File: src/rtl/spi_core_top_if.sv
// SPI output bundle shared by the button-driven test master and whatever observes it.
// Signal names match the board pin names so constraints map one-to-one.
interface spi_core_top_if;
    logic SCK_LP;
    logic SCK_LN;
    logic SCK_HN;
    logic SCK_HP;
    logic CS;
    logic MOSI;

    modport master (
        output SCK_LP,
        output SCK_LN,
        output SCK_HN,
        output SCK_HP,
        output CS,
        output MOSI
    );

    modport slave (
        input SCK_LP,
        input SCK_LN,
        input SCK_HN,
        input SCK_HP,
        input CS,
        input MOSI
    );
endinterface

File: src/rtl/spi_core_top.sv
// Button-driven SPI master: button_0 bumps a payload counter, button_1 sends it MSB first,
// with four SCK flavours so a slave in any SPI mode can sample the same MOSI stream.
module spi_core_top #(
    parameter int DATA_W      = 8,
    parameter int HALF_PERIOD = 4,
    parameter int CS_SETUP    = 2,
    parameter int CS_HOLD     = 2
) (
    input  logic           clk_100,
    input  logic           a_rst,
    input  logic           s_rst,
    input  logic           button_0,
    input  logic           button_1,
    spi_core_top_if.master spi
);

    localparam int BIT_PERIOD = 2 * HALF_PERIOD;
    localparam int CNT_MAX_A  = (BIT_PERIOD > CS_SETUP) ? BIT_PERIOD : CS_SETUP;
    localparam int CNT_MAX    = (CNT_MAX_A > CS_HOLD) ? CNT_MAX_A : CS_HOLD;
    localparam int CNT_W      = $clog2(CNT_MAX + 1);
    localparam int BIT_W      = (DATA_W > 1) ? $clog2(DATA_W) : 1;

    typedef enum logic [1:0] {
        ST_IDLE,
        ST_SETUP,
        ST_SHIFT,
        ST_HOLD
    } state_t;

    // ------------------------------------------------------------------
    // Button synchronisers and rising-edge detectors (index 0: inc, 1: send)
    // ------------------------------------------------------------------
    logic [1:0] btn_in;
    logic [1:0] meta_q, meta_d;
    logic [1:0] sync_q, sync_d;
    logic [1:0] prev_q, prev_d;
    logic [1:0] pulse;

    assign btn_in = {button_1, button_0};

    genvar gi;
    generate
        for (gi = 0; gi < 2; gi++) begin : g_btn
            assign meta_d[gi] = s_rst ? 1'b0 : btn_in[gi];
            assign sync_d[gi] = s_rst ? 1'b0 : meta_q[gi];
            assign prev_d[gi] = s_rst ? 1'b0 : sync_q[gi];
            assign pulse[gi]  = sync_q[gi] & ~prev_q[gi];
        end
    endgenerate

    always_ff @(posedge clk_100 or negedge a_rst) begin
        if (!a_rst) begin
            meta_q <= '0;
            sync_q <= '0;
            prev_q <= '0;
        end else begin
            meta_q <= meta_d;
            sync_q <= sync_d;
            prev_q <= prev_d;
        end
    end

    // ------------------------------------------------------------------
    // Frame engine
    // ------------------------------------------------------------------
    state_t              state_q, state_d;
    logic [DATA_W-1:0]   count_q, count_d;
    logic [DATA_W-1:0]   shift_q, shift_d;
    logic [CNT_W-1:0]    cnt_q, cnt_d;
    logic [BIT_W-1:0]    bit_q, bit_d;
    logic                cs_q, cs_d;
    logic                mosi_q, mosi_d;
    logic                sck_lp_q, sck_lp_d;
    logic                sck_ln_q, sck_ln_d;
    logic                sck_hn_q, sck_hn_d;
    logic                sck_hp_q, sck_hp_d;

    always_ff @(posedge clk_100 or negedge a_rst) begin
        if (!a_rst) begin
            state_q  <= ST_IDLE;
            count_q  <= '0;
            shift_q  <= '0;
            cnt_q    <= '0;
            bit_q    <= '0;
            cs_q     <= 1'b1;
            mosi_q   <= 1'b0;
            sck_lp_q <= 1'b0;
            sck_ln_q <= 1'b0;
            sck_hn_q <= 1'b1;
            sck_hp_q <= 1'b1;
        end else begin
            state_q  <= state_d;
            count_q  <= count_d;
            shift_q  <= shift_d;
            cnt_q    <= cnt_d;
            bit_q    <= bit_d;
            cs_q     <= cs_d;
            mosi_q   <= mosi_d;
            sck_lp_q <= sck_lp_d;
            sck_ln_q <= sck_ln_d;
            sck_hn_q <= sck_hn_d;
            sck_hp_q <= sck_hp_d;
        end
    end

    always_comb begin
        state_d  = state_q;
        count_d  = count_q + DATA_W'(pulse[0]);
        shift_d  = shift_q;
        cnt_d    = cnt_q;
        bit_d    = bit_q;
        cs_d     = cs_q;
        mosi_d   = mosi_q;
        sck_lp_d = sck_lp_q;
        sck_ln_d = sck_ln_q;
        sck_hn_d = sck_hn_q;
        sck_hp_d = sck_hp_q;

        unique case (state_q)
            ST_IDLE: begin
                if (pulse[1]) begin
                    // count_q is the pre-increment value even if button_0 pulses now
                    shift_d = count_q;
                    mosi_d  = count_q[DATA_W-1];
                    cs_d    = 1'b0;
                    cnt_d   = '0;
                    state_d = ST_SETUP;
                end
            end

            ST_SETUP: begin
                if (cnt_q == CNT_W'(CS_SETUP - 1)) begin
                    cnt_d    = '0;
                    bit_d    = BIT_W'(DATA_W - 1);
                    sck_lp_d = 1'b0;
                    sck_hp_d = 1'b0;
                    sck_ln_d = 1'b1;
                    sck_hn_d = 1'b1;
                    state_d  = ST_SHIFT;
                end else begin
                    cnt_d = cnt_q + CNT_W'(1);
                end
            end

            ST_SHIFT: begin
                if (cnt_q == CNT_W'(BIT_PERIOD - 1)) begin
                    cnt_d = '0;
                    if (bit_q == '0) begin
                        sck_lp_d = 1'b0;
                        sck_ln_d = 1'b0;
                        sck_hn_d = 1'b1;
                        sck_hp_d = 1'b1;
                        state_d  = ST_HOLD;
                    end else begin
                        // MOSI only moves at a bit-period boundary, never mid-bit
                        bit_d    = bit_q - BIT_W'(1);
                        shift_d  = shift_q << 1;
                        mosi_d   = shift_d[DATA_W-1];
                        sck_lp_d = 1'b0;
                        sck_hp_d = 1'b0;
                        sck_ln_d = 1'b1;
                        sck_hn_d = 1'b1;
                    end
                end else begin
                    cnt_d = cnt_q + CNT_W'(1);
                    if (cnt_q == CNT_W'(HALF_PERIOD - 1)) begin
                        sck_lp_d = 1'b1;
                        sck_hp_d = 1'b1;
                        sck_ln_d = 1'b0;
                        sck_hn_d = 1'b0;
                    end
                end
            end

            ST_HOLD: begin
                if (cnt_q == CNT_W'(CS_HOLD - 1)) begin
                    cnt_d   = '0;
                    cs_d    = 1'b1;
                    mosi_d  = 1'b0;
                    state_d = ST_IDLE;
                end else begin
                    cnt_d = cnt_q + CNT_W'(1);
                end
            end

            default: state_d = ST_IDLE;
        endcase

        // Synchronous clear aborts any frame and lands in the same state as a_rst
        if (s_rst) begin
            state_d  = ST_IDLE;
            count_d  = '0;
            shift_d  = '0;
            cnt_d    = '0;
            bit_d    = '0;
            cs_d     = 1'b1;
            mosi_d   = 1'b0;
            sck_lp_d = 1'b0;
            sck_ln_d = 1'b0;
            sck_hn_d = 1'b1;
            sck_hp_d = 1'b1;
        end
    end

    assign spi.CS     = cs_q;
    assign spi.MOSI   = mosi_q;
    assign spi.SCK_LP = sck_lp_q;
    assign spi.SCK_LN = sck_ln_q;
    assign spi.SCK_HN = sck_hn_q;
    assign spi.SCK_HP = sck_hp_q;

endmodule

File: src/flat_wrapper.sv
// flat-port wrapper written by rule: the top's interface ports become plain ports
module spi_core_top_flat 
#(
    parameter int DATA_W      = 8,
    parameter int HALF_PERIOD = 4,
    parameter int CS_SETUP    = 2,
    parameter int CS_HOLD     = 2
)
  (clk_100, a_rst, s_rst, button_0, button_1, spi_SCK_LP, spi_SCK_LN, spi_SCK_HN, spi_SCK_HP, spi_CS, spi_MOSI);
  spi_core_top_if spi_i ();
  input  logic clk_100;
  input  logic a_rst;
  input  logic s_rst;
  input  logic button_0;
  input  logic button_1;
  output wire logic [$bits(spi_i.SCK_LP)-1:0] spi_SCK_LP;
  output wire logic [$bits(spi_i.SCK_LN)-1:0] spi_SCK_LN;
  output wire logic [$bits(spi_i.SCK_HN)-1:0] spi_SCK_HN;
  output wire logic [$bits(spi_i.SCK_HP)-1:0] spi_SCK_HP;
  output wire logic [$bits(spi_i.CS)-1:0] spi_CS;
  output wire logic [$bits(spi_i.MOSI)-1:0] spi_MOSI;
  assign spi_SCK_LP = spi_i.SCK_LP;
  assign spi_SCK_LN = spi_i.SCK_LN;
  assign spi_SCK_HN = spi_i.SCK_HN;
  assign spi_SCK_HP = spi_i.SCK_HP;
  assign spi_CS = spi_i.CS;
  assign spi_MOSI = spi_i.MOSI;
  spi_core_top #(.DATA_W(DATA_W), .HALF_PERIOD(HALF_PERIOD), .CS_SETUP(CS_SETUP), .CS_HOLD(CS_HOLD)) u_core (.clk_100(clk_100), .a_rst(a_rst), .s_rst(s_rst), .button_0(button_0), .button_1(button_1), .spi(spi_i));
endmodule
File: config.mk
export PLATFORM = sky130hd
export DESIGN_NAME = spi_core_top_flat
export DESIGN_NICKNAME = d
export VERILOG_FILES = /design/src/rtl/spi_core_top_if.sv /design/src/rtl/spi_core_top.sv /design/src/flat_wrapper.sv
export SDC_FILE = /design/constraint.sdc
export NUM_CORES = 1
export LEC_CHECK = 0
export ABC_AREA = 0
export CAP_MARGIN = 20
export CELL_PAD_IN_SITES_DETAIL_PLACEMENT = 1
export CELL_PAD_IN_SITES_GLOBAL_PLACEMENT = 2
export CORE_ASPECT_RATIO = 0.9
export CORE_UTILIZATION = 44
export CTS_BUF_LIST = sky130_fd_sc_hd__clkbuf_4 sky130_fd_sc_hd__clkbuf_8
export DETAILED_ROUTE_END_ITERATION = 12
export PLACE_DENSITY = 0.83
export SLEW_MARGIN = 20
export SYNTH_ARGS = -nofsm -noshare
export SYNTH_HDL_FRONTEND = slang
export SYNTH_SLANG_ARGS = --single-unit
File: constraint.sdc
create_clock -name clk_100 -period 3.38 [get_ports clk_100]
set_input_delay 0.338 -clock clk_100 [delete_from_list [all_inputs] [get_ports clk_100]]
set_output_delay 0.338 -clock clk_100 [all_outputs]
set_load 0.03 [all_outputs]
## Word level (Yosys, flattened, before mapping)

Cells that the tools add are included.

| word-level totals | value |
|---|---|
| register bits after elaboration | 36 |
| input port bits | 5 |
| logic and storage cells | 102 |

| operators by class | value |
|---|---|
| add/sub/neg operators | 3 |
| equality and inequality tests | 13 |
| mux-type cells | 55 |
| bitwise operators | 4 |
| reductions and logical operators | 13 |

Operator list:

| kind | number |
|---|---|
| $mux 7 | 4 |
| $mux 1 | 26 |
| $mux 4 | 4 |
| $ne 3x2->1 const B | 5 |
| $pmux 7 s2 | 1 |
| $mux 2 | 6 |
| $mux 3 | 4 |
| $pmux 4 s3 | 1 |
| $pmux 1 s2 | 5 |
| $reduce_and 5->1 | 2 |
| $reduce_bool 3->1 | 3 |
| $add 8x1->8 | 1 |
| $mux 8 | 1 |
| $pmux 2 s4 | 1 |
| $reduce_and 4->1 | 2 |
| $pmux 3 s2 | 1 |
| $reduce_and 3->1 | 2 |
| $add 4x1->4 const B | 1 |
| $eq 2x2->1 const B | 2 |
| $eq 4x1->1 const B | 1 |
| $eq 4x2->1 const B | 1 |
| $eq 4x3->1 const B | 1 |
| $ne 4x2->1 const B | 1 |
| $reduce_bool 4->1 | 1 |
| other kinds (9) | 11 |

## Depth between registers and ports, before layout

| logic depth | value |
|---|---|
| depth after elaboration | 5 |
| mapped depth | 7 |
| mapped depth without buffers | 6 |

## Worst setup path after synthesis

No wires, ideal clock.

| timing | value |
|---|---|
| path type | register to register |
| from | register u_core.state_q[0] |
| to | register u_core.shift_q[4] |
| setup time | 0.099 ns |
| data arrival time | 1.570 ns |
| setup slack | 1.711 ns |
| stages on the path, launching flop included | 8 |
| buffers on the path | 1 |
| cells stage by stage | dfrtp_1 > inv_1 > ha_1 > inv_1 > o31ai_4 > buf_6 > a21oi_1 > a311oi_1 |

| on the way | value |
|---|---|
| word-level cells in the longest chain between the ends | 3 |

RTL lines:

| item | line | RTL |
|---|---|---|
| start, declared | spi_core_top.sv:66 | `state_t state_q, state_d;` |
| start signal, assigned | spi_core_top.sv:92 | `state_q <= state_d;` |
| $eq 2x2->1 or $logic_not 2->1 (tied branches) | spi_core_top.sv:119 | `unique case (state_q)` |
| $ne 3x2->1 (no line), or another cell as far along | - |  |
| $reduce_and 4->1 (no line) or $mux 7 (tied branches) | - |  |
| end signal, assigned | spi_core_top.sv:94 | `shift_q <= shift_d;` |
| end, declared | spi_core_top.sv:68 | `logic [DATA_W-1:0] shift_q, shift_d;` |

Parallel ways exist; a longest one is shown, timed or not.
A chain may end at the register's enable or synchronous reset.

## Final worst setup path

| timing | value |
|---|---|
| from | register u_core.state_q[0] |
| to | register u_core.sck_lp_q (netlist: u_core.spi.SCK_LP) |

| on the way | value |
|---|---|
| word-level cells in the longest chain between the ends | 3 |

RTL lines:

| item | line | RTL |
|---|---|---|
| $eq 2x2->1 or $eq 2x1->1 (tied branches) | spi_core_top.sv:119 |  |
| $ne 4x2->1 (no line), or another cell as far along | - |  |
| $reduce_and 3->1 (no line) or $mux 1 (tied branches) | - |  |
| end signal, assigned | spi_core_top.sv:99 | `sck_lp_q <= sck_lp_d;` |
| end, declared | spi_core_top.sv:73 | `logic sck_lp_q, sck_lp_d;` |

Parallel ways exist; a longest one is shown, timed or not.

==> impl_metrics.yaml <==
critical_path:
  slowest_delay_ns: 0.39
  worstPathCellList: "inv_1 > ha_1 > buf_4 > nor2b_1 > a211oi_4 > o31ai_1 > a32o_1"
  cp-start-kind: "register"
  cp_data_arrival_time_ns: 2.20
  reg2regPathDepth: 7
  criticalPathCategory: "register to register"
  crit_required_ns: 3.56
  worst-path-max-fanout: 23
  cp_slowest_cell: "dfrtp_1"
  endpoint_kind: "register"
cts:
  numCtsBuffers: 5
  cts_hold_buf: 0
  clockBufferDepth: 2
  clk-insertion-delay-late_ns: 0.30
  clockRootBuffer: "clkbuf_8"
  cts-resized-gates: 0
  clk_pin_slew_ns: 0.08
  clock-sinks: 36
  cts_tree: "done"
  cts_setup_buffers: 0
  cts_max_level: 2
pwr:
  power.density_nw_per_um2: 588.6
  vdd_drop_max_mv: 0.2771
  p_leak_uw: 0.001010
  power.total_uw: 1355
min_path:
  worstHoldPathType: "primary input to async pin"
placement:
  place_area_um2: 2176
  place_hpwl_mm: 3.091
  gp_congestion: 0.7386
  portBuffers: 10
global_routing:
  grt_pass1_vias: 1538
  grt.overflow.total: 0
  grt_pass1_wl_mm: 7.596
  grt_max_degree: 38
  track_usage_pct: 20.92
  antenna_found_initial: 0
timing:
  tightest_slew_ns: 0.8206
  final-hold-violation-count: 0
  drv_slew: 0
  finalSetupViolations: 0
  rsz0062_at_grt: "no"
  relSlewSlack_pct: 45.29
  fmax_mhz: 495.6
  fin_tns_setup_ns: 0
  skew_ns: 0.01008
  layout_min_cycle_time_ns: 2.018
  period_share_pct: 59.70
floorplan:
  die_w_um: 74.36
  die_area_um2: 4991
  start_util_pct: 46.18
  die_h_um: 67.12
  top_level_ports: 11
  num_rows: 23
  core_um2: 4489
finish:
  layout_commonest_cell: "dfrtp_1"
  final_cell_mix: "dfrtp_1 (33), nor2_1 (13), nor2b_1 (11), ha_1 (11)"
  drive_above_1_share_pct: 15.20
  nets: 219
  multi_input_area_um2: 1046
  final_area_um2: 2302
  fill_cells: 518
  area_delta_synth_final_pct: 11.04
  antenna_cells: 0
  regArea_um2: 904.6
outcome:
  status: "complete, no violations"
logic_synthesis:
  synth_top_family_by_area: "compound AO/OA/AOI/OAI gates"
  syn-num-nets: 209
  synth-seq-cells: 36
  netlist_instances: 193
  synthDistinctLibCells: 56
  synth_xor_area_share_pct: 2.535
  synthArstFlopShare_pct: 100.0
  synth_edf_count: 0
  avgSynthCellArea_um2: 10.74
  synth-simple-area-share_pct: 17.02
  synth_fa_ha_area_share_pct: 6.639
  ys_seq_area_share_pct: 43.63
  synthMuxAreaShare_pct: 3.440
  yosys_warnings: 0
  netlist_area_um2: 2073
  synth_compound_area_share_pct: 20.82
  synth_ff_type: "dfrtp_1"
detailed_routing:
  firstDrtPassIters: 4
  routedWlPerCell_um: 17.12
  vias: 1493
  drc: 0
  ant_nets: 0
  vias_per_cell: 5.613
  wirelength_mm: 4.553
  first_iter_violations: 82
run:
  cap_violations: 0
[stage by stage]
| step | std cells | worst slack, ns | hold slack, ns | utilization, % |
|---|---|---|---|---|
| finish | 266 | 1.362 | 0.1277 | 51.28 |
| CTS | 266 | 1.363 | 0.1603 | 51.28 |
| floorplan | 193 | 1.711 | 0.04241 | - |
| detailed placement | 258 | 1.370 | 0.4594 | 48.47 |
| global placement | 258 | 1.420 | 0.4490 | 48.47 |
| global route | 266 | 1.240 | 0.1935 | 51.28 |
[cells by family (layout without fill, tap and decap cells)]
logic type | Yosys count | in the layout
buffers and inverters | 19 | 30
and+or+nand+nor | 61 | 61
adders and majority gates | 11 | 11
xor gates and xnor gates | 6 | 6
AOI/OAI and AO/OA | 53 | 53
DFF | 36 | 36
muxes | 7 | 7
[registers in the layout (all words and copies together) (netlist names), 2 cells and up]
name,flops
u_core.bit_q,3
u_core.cnt_q,4
u_core.count_q,8
u_core.meta_q,2
u_core.prev_q,2
u_core.shift_q,7
u_core.state_q,2
u_core.sync_q,2
[final cells by class]
type | count | share of cell area (%)
Timing Repair Buffer | 12 | 4.783
Inverter | 10 | 1.630
Clock buffer | 7 | 4.185
Sequential cell | 36 | 39.29
Multi-Input combinational cell | 138 | 45.43
Tap cell | 62 | 3.370
Clock inverter | 1 | 1.304
[routing by layer]
metal / up-vias / track usage (%) / part of all wire [%]
li1: 719 / - / -
met1: 749 / 28.25 / 49
met2: 17 / 32.84 / 47
met4: 0 / 8.491 / 1.8
met5: - / 0 / 0
met3: 8 / 4.085 / 2.4
[final timing paths]
path / endpoint / start / slack [ns]
worst max-delay path: u_core.spi.SCK_LP / u_core.state_q[0] / 1.36
worst min-delay path: u_core.count_q[4] / a_rst / 0.13
worst max register to register: u_core.spi.SCK_LP / u_core.state_q[0] / 1.36
worst min register to register: u_core.sync_q[0] / u_core.meta_q[0] / 0.47
max in group asynchronous: u_core.spi.SCK_LN / a_rst / 2.73
min in group clk_100: u_core.sync_q[0] / u_core.meta_q[0] / 0.47
[critical path, delay by kind of cell (launching register included)]
family / cells / cell delay, ns
compound gates: 3 / 0.77
flops: 1 / 0.39
buf+inv: 2 / 0.32
fa+ha+maj: 1 / 0.22
simple gates: 1 / 0.20
[cell usage after synthesis (2+ instances only)]
master	n	area [um^2]
nor2b_1	11	68.82
nor2_1	13	48.80
a311oi_1	9	78.83
and2b_2	2	17.52
and3_1	3	18.77
xor2_1	4	35.03
nand3_1	8	40.04
o31ai_1	2	15.01
inv_1	10	37.54
xnor2_1	2	17.52
or2_2	2	12.51
dfstp_2	3	78.83
ha_1	11	137.6
a31oi_1	4	25.02
buf_6	4	45.04
dfrtp_1	33	825.8
clkbuf_8	2	27.53
a21oi_1	10	50.05
nor3_1	2	10.01
o21ai_0	6	30.03
mux2i_1	6	60.06
a21boi_0	2	15.01
nand2_1	10	37.54
a211oi_4	2	40.04
[report_power, final]
group	leakage, uW	total (uW)	switching (uW)	internal (uW)
Sequential	0.000478	526	38.6	488
Combinational	0.000468	406	250	156
Clock	0.0000645	423	163	260
Note: power is estimated with default switching activity, not from simulation.
